File: config.mk
export PLATFORM = sky130hd
export DESIGN_NAME = cmd_frame_reader
export DESIGN_NICKNAME = d
export VERILOG_FILES = /design/src/rtl/cmd_frame_reader.sv
export SDC_FILE = /design/constraint.sdc
export NUM_CORES = 1
export LEC_CHECK = 0
export ABC_AREA = 0
export BUFFER_PORTS_ARGS = -buffer_cell sky130_fd_sc_hd__buf_2
export CORE_MARGIN = 5
export CORE_UTILIZATION = 35
export CTS_CLUSTER_DIAMETER = 200
export CTS_CLUSTER_SIZE = 8
export DETAILED_ROUTE_END_ITERATION = 10
export PLACE_DENSITY = 0.57
export SETUP_SLACK_MARGIN = 0.5
export SLEW_MARGIN = 10
export SYNTH_ARGS = -nofsm -noshare
export SYNTH_HDL_FRONTEND = slang
export SYNTH_SLANG_ARGS = --single-unit
export TNS_END_PERCENT = 5
File: constraint.sdc
create_clock -name clk -period 3.15 [get_ports clk]
set_input_delay 0.63 -clock clk [delete_from_list [all_inputs] [get_ports clk]]
set_output_delay 0.63 -clock clk [all_outputs]
set_load 0.03 [all_outputs]
File: src/rtl/cmd_frame_reader.sv
// cmd_frame_reader: pops host bytes from the command FIFO, hunts for the sync
// byte, assembles 7-byte frames (sync, op, x_lo, x_hi, y_lo, y_hi, chk) and
// verifies an XOR checksum before presenting each command downstream.
//
// Ports:
//   clk, reset             - clock, synchronous active-high reset
//   fifo_empty/pop/data    - FIFO read side; data valid the cycle after a pop
//   cmd_valid/ready        - command handshake to the motion controller
//   cmd_op/x/y             - decoded command, stable while cmd_valid is high
//   err_pulse              - one-cycle pulse per checksum mismatch
//   err_cnt                - saturating checksum mismatch counter
//   busy                   - frame in progress or command pending
module cmd_frame_reader #(
    parameter logic [7:0]  SYNC_BYTE     = 8'hA5,
    parameter int unsigned ERR_CNT_WIDTH = 8
) (
    input  logic                     clk,
    input  logic                     reset,
    input  logic                     fifo_empty,
    output logic                     fifo_pop,
    input  logic [7:0]               fifo_data,
    output logic                     cmd_valid,
    input  logic                     cmd_ready,
    output logic [7:0]               cmd_op,
    output logic [15:0]              cmd_x,
    output logic [15:0]              cmd_y,
    output logic                     err_pulse,
    output logic [ERR_CNT_WIDTH-1:0] err_cnt,
    output logic                     busy
);

    typedef enum logic [1:0] {
        S_FETCH,
        S_CAPTURE,
        S_EMIT
    } state_t;

    state_t                   state_q, state_d;
    logic [2:0]               idx_q, idx_d;
    logic [7:0]               acc_q, acc_d;
    logic [7:0]               op_q, op_d;
    logic [15:0]              x_q, x_d;
    logic [15:0]              y_q, y_d;
    logic [7:0]               cmd_op_q, cmd_op_d;
    logic [15:0]              cmd_x_q, cmd_x_d;
    logic [15:0]              cmd_y_q, cmd_y_d;
    logic                     err_pulse_q, err_pulse_d;
    logic [ERR_CNT_WIDTH-1:0] err_cnt_q, err_cnt_d;
    logic                     pop_c;

    always_comb begin
        state_d     = state_q;
        idx_d       = idx_q;
        acc_d       = acc_q;
        op_d        = op_q;
        x_d         = x_q;
        y_d         = y_q;
        cmd_op_d    = cmd_op_q;
        cmd_x_d     = cmd_x_q;
        cmd_y_d     = cmd_y_q;
        err_pulse_d = 1'b0;
        err_cnt_d   = err_cnt_q;
        pop_c       = 1'b0;

        unique case (state_q)
            S_FETCH: begin
                pop_c = !fifo_empty;
                if (!fifo_empty) begin
                    state_d = S_CAPTURE;
                end
            end

            S_CAPTURE: begin
                state_d = S_FETCH;
                if (idx_q == 3'd0) begin
                    // Hunting: anything other than sync is dropped.
                    if (fifo_data == SYNC_BYTE) begin
                        idx_d = 3'd1;
                        acc_d = 8'h00;
                    end
                end else if (idx_q == 3'd6) begin
                    if (fifo_data == acc_q) begin
                        cmd_op_d = op_q;
                        cmd_x_d  = x_q;
                        cmd_y_d  = y_q;
                        state_d  = S_EMIT;
                    end else begin
                        // Bad frame is dropped whole; hunting restarts
                        // with the next byte from the FIFO.
                        err_pulse_d = 1'b1;
                        if (err_cnt_q != '1) begin
                            err_cnt_d = err_cnt_q + ERR_CNT_WIDTH'(1);
                        end
                        idx_d = 3'd0;
                    end
                end else begin
                    acc_d = acc_q ^ fifo_data;
                    idx_d = idx_q + 3'd1;
                    case (idx_q)
                        3'd1:    op_d       = fifo_data;
                        3'd2:    x_d[7:0]   = fifo_data;
                        3'd3:    x_d[15:8]  = fifo_data;
                        3'd4:    y_d[7:0]   = fifo_data;
                        3'd5:    y_d[15:8]  = fifo_data;
                        default: ;
                    endcase
                end
            end

            S_EMIT: begin
                if (cmd_ready) begin
                    idx_d   = 3'd0;
                    state_d = S_FETCH;
                end
            end

            default: begin
                state_d = S_FETCH;
            end
        endcase
    end

    always_ff @(posedge clk) begin
        if (reset) begin
            state_q     <= S_FETCH;
            idx_q       <= 3'd0;
            acc_q       <= 8'h00;
            op_q        <= 8'h00;
            x_q         <= 16'h0000;
            y_q         <= 16'h0000;
            cmd_op_q    <= 8'h00;
            cmd_x_q     <= 16'h0000;
            cmd_y_q     <= 16'h0000;
            err_pulse_q <= 1'b0;
            err_cnt_q   <= '0;
        end else begin
            state_q     <= state_d;
            idx_q       <= idx_d;
            acc_q       <= acc_d;
            op_q        <= op_d;
            x_q         <= x_d;
            y_q         <= y_d;
            cmd_op_q    <= cmd_op_d;
            cmd_x_q     <= cmd_x_d;
            cmd_y_q     <= cmd_y_d;
            err_pulse_q <= err_pulse_d;
            err_cnt_q   <= err_cnt_d;
        end
    end

    // Pop is combinational; masking with reset keeps a byte from being
    // consumed on the same edge that reset discards the FSM state.
    assign fifo_pop  = pop_c && !reset;
    assign cmd_valid = (state_q == S_EMIT);
    assign cmd_op    = cmd_op_q;
    assign cmd_x     = cmd_x_q;
    assign cmd_y     = cmd_y_q;
    assign err_pulse = err_pulse_q;
    assign err_cnt   = err_cnt_q;
    assign busy      = (state_q != S_FETCH) || (idx_q != 3'd0);

endmodule

# Word-level counts from Yosys, hierarchy flattened
# Cells that the tools add are included.
[classes]
n_addsub = 2
n_eq_ne = 17
muxes = 17
bitwise_logic = 5
reduce_logical = 20
[ops]
columns = ["operator", "count"]
rows = [
  ["$reduce_and 4->1", 7],
  ["$mux 8", 3],
  ["$mux 3", 5],
  ["$mux 2", 5],
  ["$eq 3x3->1 const B", 3],
  ["$add 8x1->8 const B", 1],
  ["$eq 8x8->1", 1],
  ["$eq 8x8->1 const B", 1],
  ["$ne 8x8->1 const B", 1],
  ["$xor 8x8->8", 1],
  ["$eq 3x2->1 const B", 2],
  ["$pmux 2 s3", 1],
  ["$pmux 3 s2", 1],
  ["$reduce_and 5->1", 1],
  ["$ne 2x1->1 const B", 2],
  ["$ne 2x2->1 const B", 2],
  ["$ne 4x4->1 const B", 1],
  ["$not 1->1", 4],
  ["$reduce_bool 2->1", 2],
  ["$reduce_or 4->1", 1],
  ["$add 3x1->3 const B", 1],
  ["$eq 3x1->1 const B", 1],
  ["$logic_not 3->1", 1],
  ["$ne 3x3->1 const B", 1],
  ["10 further kinds", 12],
]
[word_totals]
register_bits = 102
in_bits = 12
out_inout_bits = 52
elab_cells = 74

# Logic depth before layout (Yosys ltp)
[depth]
ltp_word = 5
ltp_mapped = 8
ltp_nobuf = 5

# Least setup slack after synthesis
# OpenSTA, ideal clock, no wires.
[synth_timing]
path_kind = "input to output"
startpoint = "input reset"
endpoint = "output fifo_pop"
arrival_ns = 1.722
required_time_ns = 2.520
path_slack_ns = 0.798
stages = 2
path_buffers = 1
cell_sequence = "clkbuf_1 nor4_1"
[synth_via]
elab_chain_cells = 2
[synth_lines]
columns = ["element", "line_no", "text"]
rows = [
  ["from (decl)", "18", "input logic reset,"],
  ["$logic_not 1->1", "153", "assign fifo_pop = pop_c && !reset;"],
  ["$logic_and 1x1->1", "153", ""],
  ["to (decl)", "20", "output logic fifo_pop,"],
]
# Every way passes these cells.

# Worst setup path after layout
[layout_timing]
startpoint = "register idx_q[1]"
endpoint = "register err_cnt_q[5], in the netlist err_cnt[5]"
[layout_via]
elab_chain_cells = 3
elab_cells_between_ends = 4
cone_classes = "1 x eq/ne; 1 x bitwise; 2 x reduce/logical"
[layout_lines]
columns = ["element", "line_no", "text"]
rows = [
  ["from (decl)", "39", "logic [2:0] idx_q, idx_d;"],
  ["from (signal assigned)", "138", "idx_q <= idx_d;"],
  ["$logic_not 3->1", "75", "if (idx_q == 3'd0) begin"],
  ["$not 1->1 (no line)", "-", ""],
  ["$reduce_and 5->1 (no line) (*)", "-", ""],
  ["to (signal assigned)", "147", "err_cnt_q <= err_cnt_d;"],
  ["to (decl)", "48", "logic [ERR_CNT_WIDTH-1:0] err_cnt_q, err_cnt_d;"],
]
# Every way passes the cells marked *; elsewhere a longest branch is shown, timed or not.
# A chain may end at the register's enable or synchronous reset.

==> key figures <==
Die
  – Row count: 40
  – IO Count: 64
  – Die area: 14,500 um2
  – Initial Utilization: 35.6%
  – Core area: 12,000 um2
  – Chip Height: 121 um
  – Die Span X: 121 um

STA
  – Slew Viols, Final: 0
  – Rel. slew slack: 48.8%
  – Final period util: 70.3%
  – Total Neg Setup Slack: 0 ns
  – Peak Freq: 451 MHz
  – Hold Violations, Final: 0
  – Clock Skew: 0.00786 ns
  – # setup viols final: 0
  – RSZ-0062 raised after global routing: false
  – Worst-margin pin slew: 0.763 ns
  – Min cycle time layout: 2.22 ns

GRT
  – Vias in the first global route: 2,946
  – Total GRT Usage: 13.3%
  – Initial antenna violation count: 0
  – Grt total ovfl: 0
  – First-pass GRT wire length: 15,400 um
  – Largest net degree at the start of global routing: 65

Layout
  – Share of layout cells above drive strength 1: 20.1%
  – Area Growth Syn to Fin: 15.1%
  – Nets@finish: 481
  – Number of inserted diodes: 0

Hold path
  – Hold_sp: fifo_empty
  – Hold worst-path end: state_q[0]$_SDFFE_PP0P_
  – Hold Crit Depth: 2
  – Hold WC Path Type: input pin to flip-flop

Clock tree
  – Clk sinks: 102
  – Post-CTS resize count: 0
  – Reg clk slew, reported paths: 0.07 ns
  – CTS tree: built
  – Postcts setup bufs: 0
  – Clock Latency Late Sink: 0.34 ns
  – H-Tree Depth: 3
  – Post-CTS Hold Buffers: 0
  – Root Buffer: clkbuf_16
  – CTS buffer count: 9
  – Clock Path Buffers: 2

Setup path
  – R2R depth: 5
  – CP max stage delay: 0.59 ns
  – R2R Path End: err_cnt[5]$_SDFFE_PP0P_
  – Worst r2r src: idx_q[1]$_SDFFE_PP0P_
  – Crit path required time: 3.38 ns
  – Slowest CP cell: dfxtp_1
  – CP Buf/Inv Count: 0
  – Crit start category: flip-flop
  – Critical Path Fanout Max: 13
  – Crit path cell chain: nand2_1 > nor4_4 > o21ai_1 > nor4_2 > mux2_4
  – Worst Setup End Kind: flip-flop
  – WP data arrival: 2.45 ns
  – Cell family with most CP delay: simple AND/OR/NAND/NOR gates
  – R2R setup slack: 0.93 ns
  – Levels on crit path: 5
  – Crit Path Class: flip-flop to flip-flop

Synthesis
  – Count of cell types in the netlist: 45
  – Syn nets: 438
  – YS warnings: 0
  – Post-synth EDFFs: 0
  – Main flop type after synthesis: dfxtp_1
  – Register area share after synthesis: 47.8%
  – Ys async rst share: 0%
  – FF+latch count, synth: 102
  – Synthesized instance count: 424
  – Post-Syn Area: 4280 um2
  – Avg Cell Area, Syn: 10.1 um2

Power and ir drop
  – Worst vdd ir: 0.000329 V
  – P_leak: 0.00223 uW
  – Pwr Total: 2590 uW
  – PwrDens: 526 nW/um2

Detailed routing
  – Post-Route WL: 9410 um
  – Routed vias: 3,086
  – Drc violations: 0
  – First DRT Iteration DRCs: 153
  – Post-route ant nets: 0
  – Via-to-Cell Ratio: 4.99
  – Initial DRT Pass Iterations: 4
  – WL/cell: 15.2 um

Place
  – # port buffers: 63
  – Placer Congestion: 0.726
  – Detailed placer's ending HPWL: 6200 um

Run status
  – Outcome: finished clean

Job
  – Max_cap viols: 0
[report_power, final]
| part | switching (uW) | internal (uW) | total [uW] | leakage, uW |
|---|---|---|---|---|
| logic | 53.5 | 18.6 | 72.1 | 0.00124 |
| registers | 1.83 | 1290 | 1290 | 0.000821 |
| clock network | 497 | 730 | 1230 | 0.000162 |
| total | 552 | 2040 | 2590 | 0.00223 |
[metrics by stage]
stage,util [%],cells,worst slack (ns),hold WS (ns),cell area [um2]
3_5_place_dp,38.1,603,0.744,0.478,4580
3_3_place_gp,38.1,603,0.721,0.471,4580
4_1_cts,41.0,619,0.936,0.448,4920
2_1_floorplan,-,424,0.798,0.460,4280
5_1_grt,41.0,619,0.783,0.455,4920
6_report,41.0,619,0.934,0.459,4920
[area by class of cell]
class | instances | area [um2]
Inverter | 10 | 40.0
Clock inverter | 6 | 101
Clock buffer | 10 | 239
Fill cell | 1190 | 7090
Sequential cell | 102 | 2040
Multi-Input combinational cell | 278 | 1960
Tap cell | 147 | 184
Timing Repair Buffer | 66 | 353
[worst max-delay path by stage]
stage,to,from
after global placement,acc_q[4]$_SDFFE_PP0P_,fifo_data[7]
after floorplan,fifo_pop,reset
after detailed placement,acc_q[3]$_SDFFE_PP0P_,fifo_data[7]
final,err_cnt[5]$_SDFFE_PP0P_,idx_q[1]$_SDFFE_PP0P_
after CTS,err_cnt[5]$_SDFFE_PP0P_,idx_q[1]$_SDFFE_PP0P_
after global routing,err_cnt[4]$_SDFFE_PP0P_,idx_q[1]$_SDFFE_PP0P_
[per-layer routing]
metal | global-route usage [%] | share of wire [%] | vias up
met1 | 18.2 | 48 | 1467
met3 | 4.26 | 4.9 | 8
li1 | - | - | 1548
met2 | 20.5 | 46 | 63
met4 | 3.26 | 1.1 | 0
met5 | 0 | 0 | -
[registers in the layout (all words and copies together) (netlist names)]
name       cells
state_q        2
cmd_x         16
acc_q          8
idx_q          3
err_pulse      1
cmd_y         16
cmd_op         8
y_q           16
x_q           16
op_q           8
err_cnt        8
[synthesized netlist by cell type (3+ instances only)]
library cell  instances  area, um2
dfxtp_1             102       2040
nor2_1               88        330
mux2i_1              82        821
clkbuf_1             15       56.3
a21oi_1              10       50.1
inv_1                 9       33.8
nand3b_1              9       67.6
xor2_1                9       78.8
buf_2                 8       40.0
nand2_1               8       30.0
o21a_1                8       60.1
o32ai_1               8       70.1
buf_6                 7       78.8
or4_1                 6       45.0
nand2b_1              4       25.0
nand3_1               4       20.0
nor2b_1               4       25.0
o31ai_1               4       30.0
nor4_2                3       37.5
[cells in the final DEF (no fill, tap or decap), types with 8 or more instances in the layout]
cell type    n
clkbuf_16    9
inv_1        9
nand2_1      8
a21oi_1     10
nor2_1      88
buf_2       62
mux2i_1     82
dfxtp_1    102
nand3b_1     9
xor2_1       9
o21a_1       8
o32ai_1      8
[worst reg2reg max path, delay by kind of cell (launching register included)]
| family | cells | cell delay, ns |
|---|---|---|
| compound gates | 1 | 0.36 |
| flops | 1 | 0.59 |
| mux | 1 | 0.32 |
| simple gates | 3 | 0.85 |
[kinds of logic after synthesis]
| group | Yosys count | share of synthesized area [%] |
|---|---|---|
| buffers and inverters | 44 | 6.32 |
| muxes | 83 | 19.5 |
| xor gates and xnor gates | 9 | 1.84 |
| DFF | 102 | 47.8 |
| and+or+nand+nor | 143 | 17.0 |
| AOI/OAI and AO/OA | 41 | 6.94 |
| adders and majority gates | 2 | 0.585 |
(Power assumes the default switching activity.)
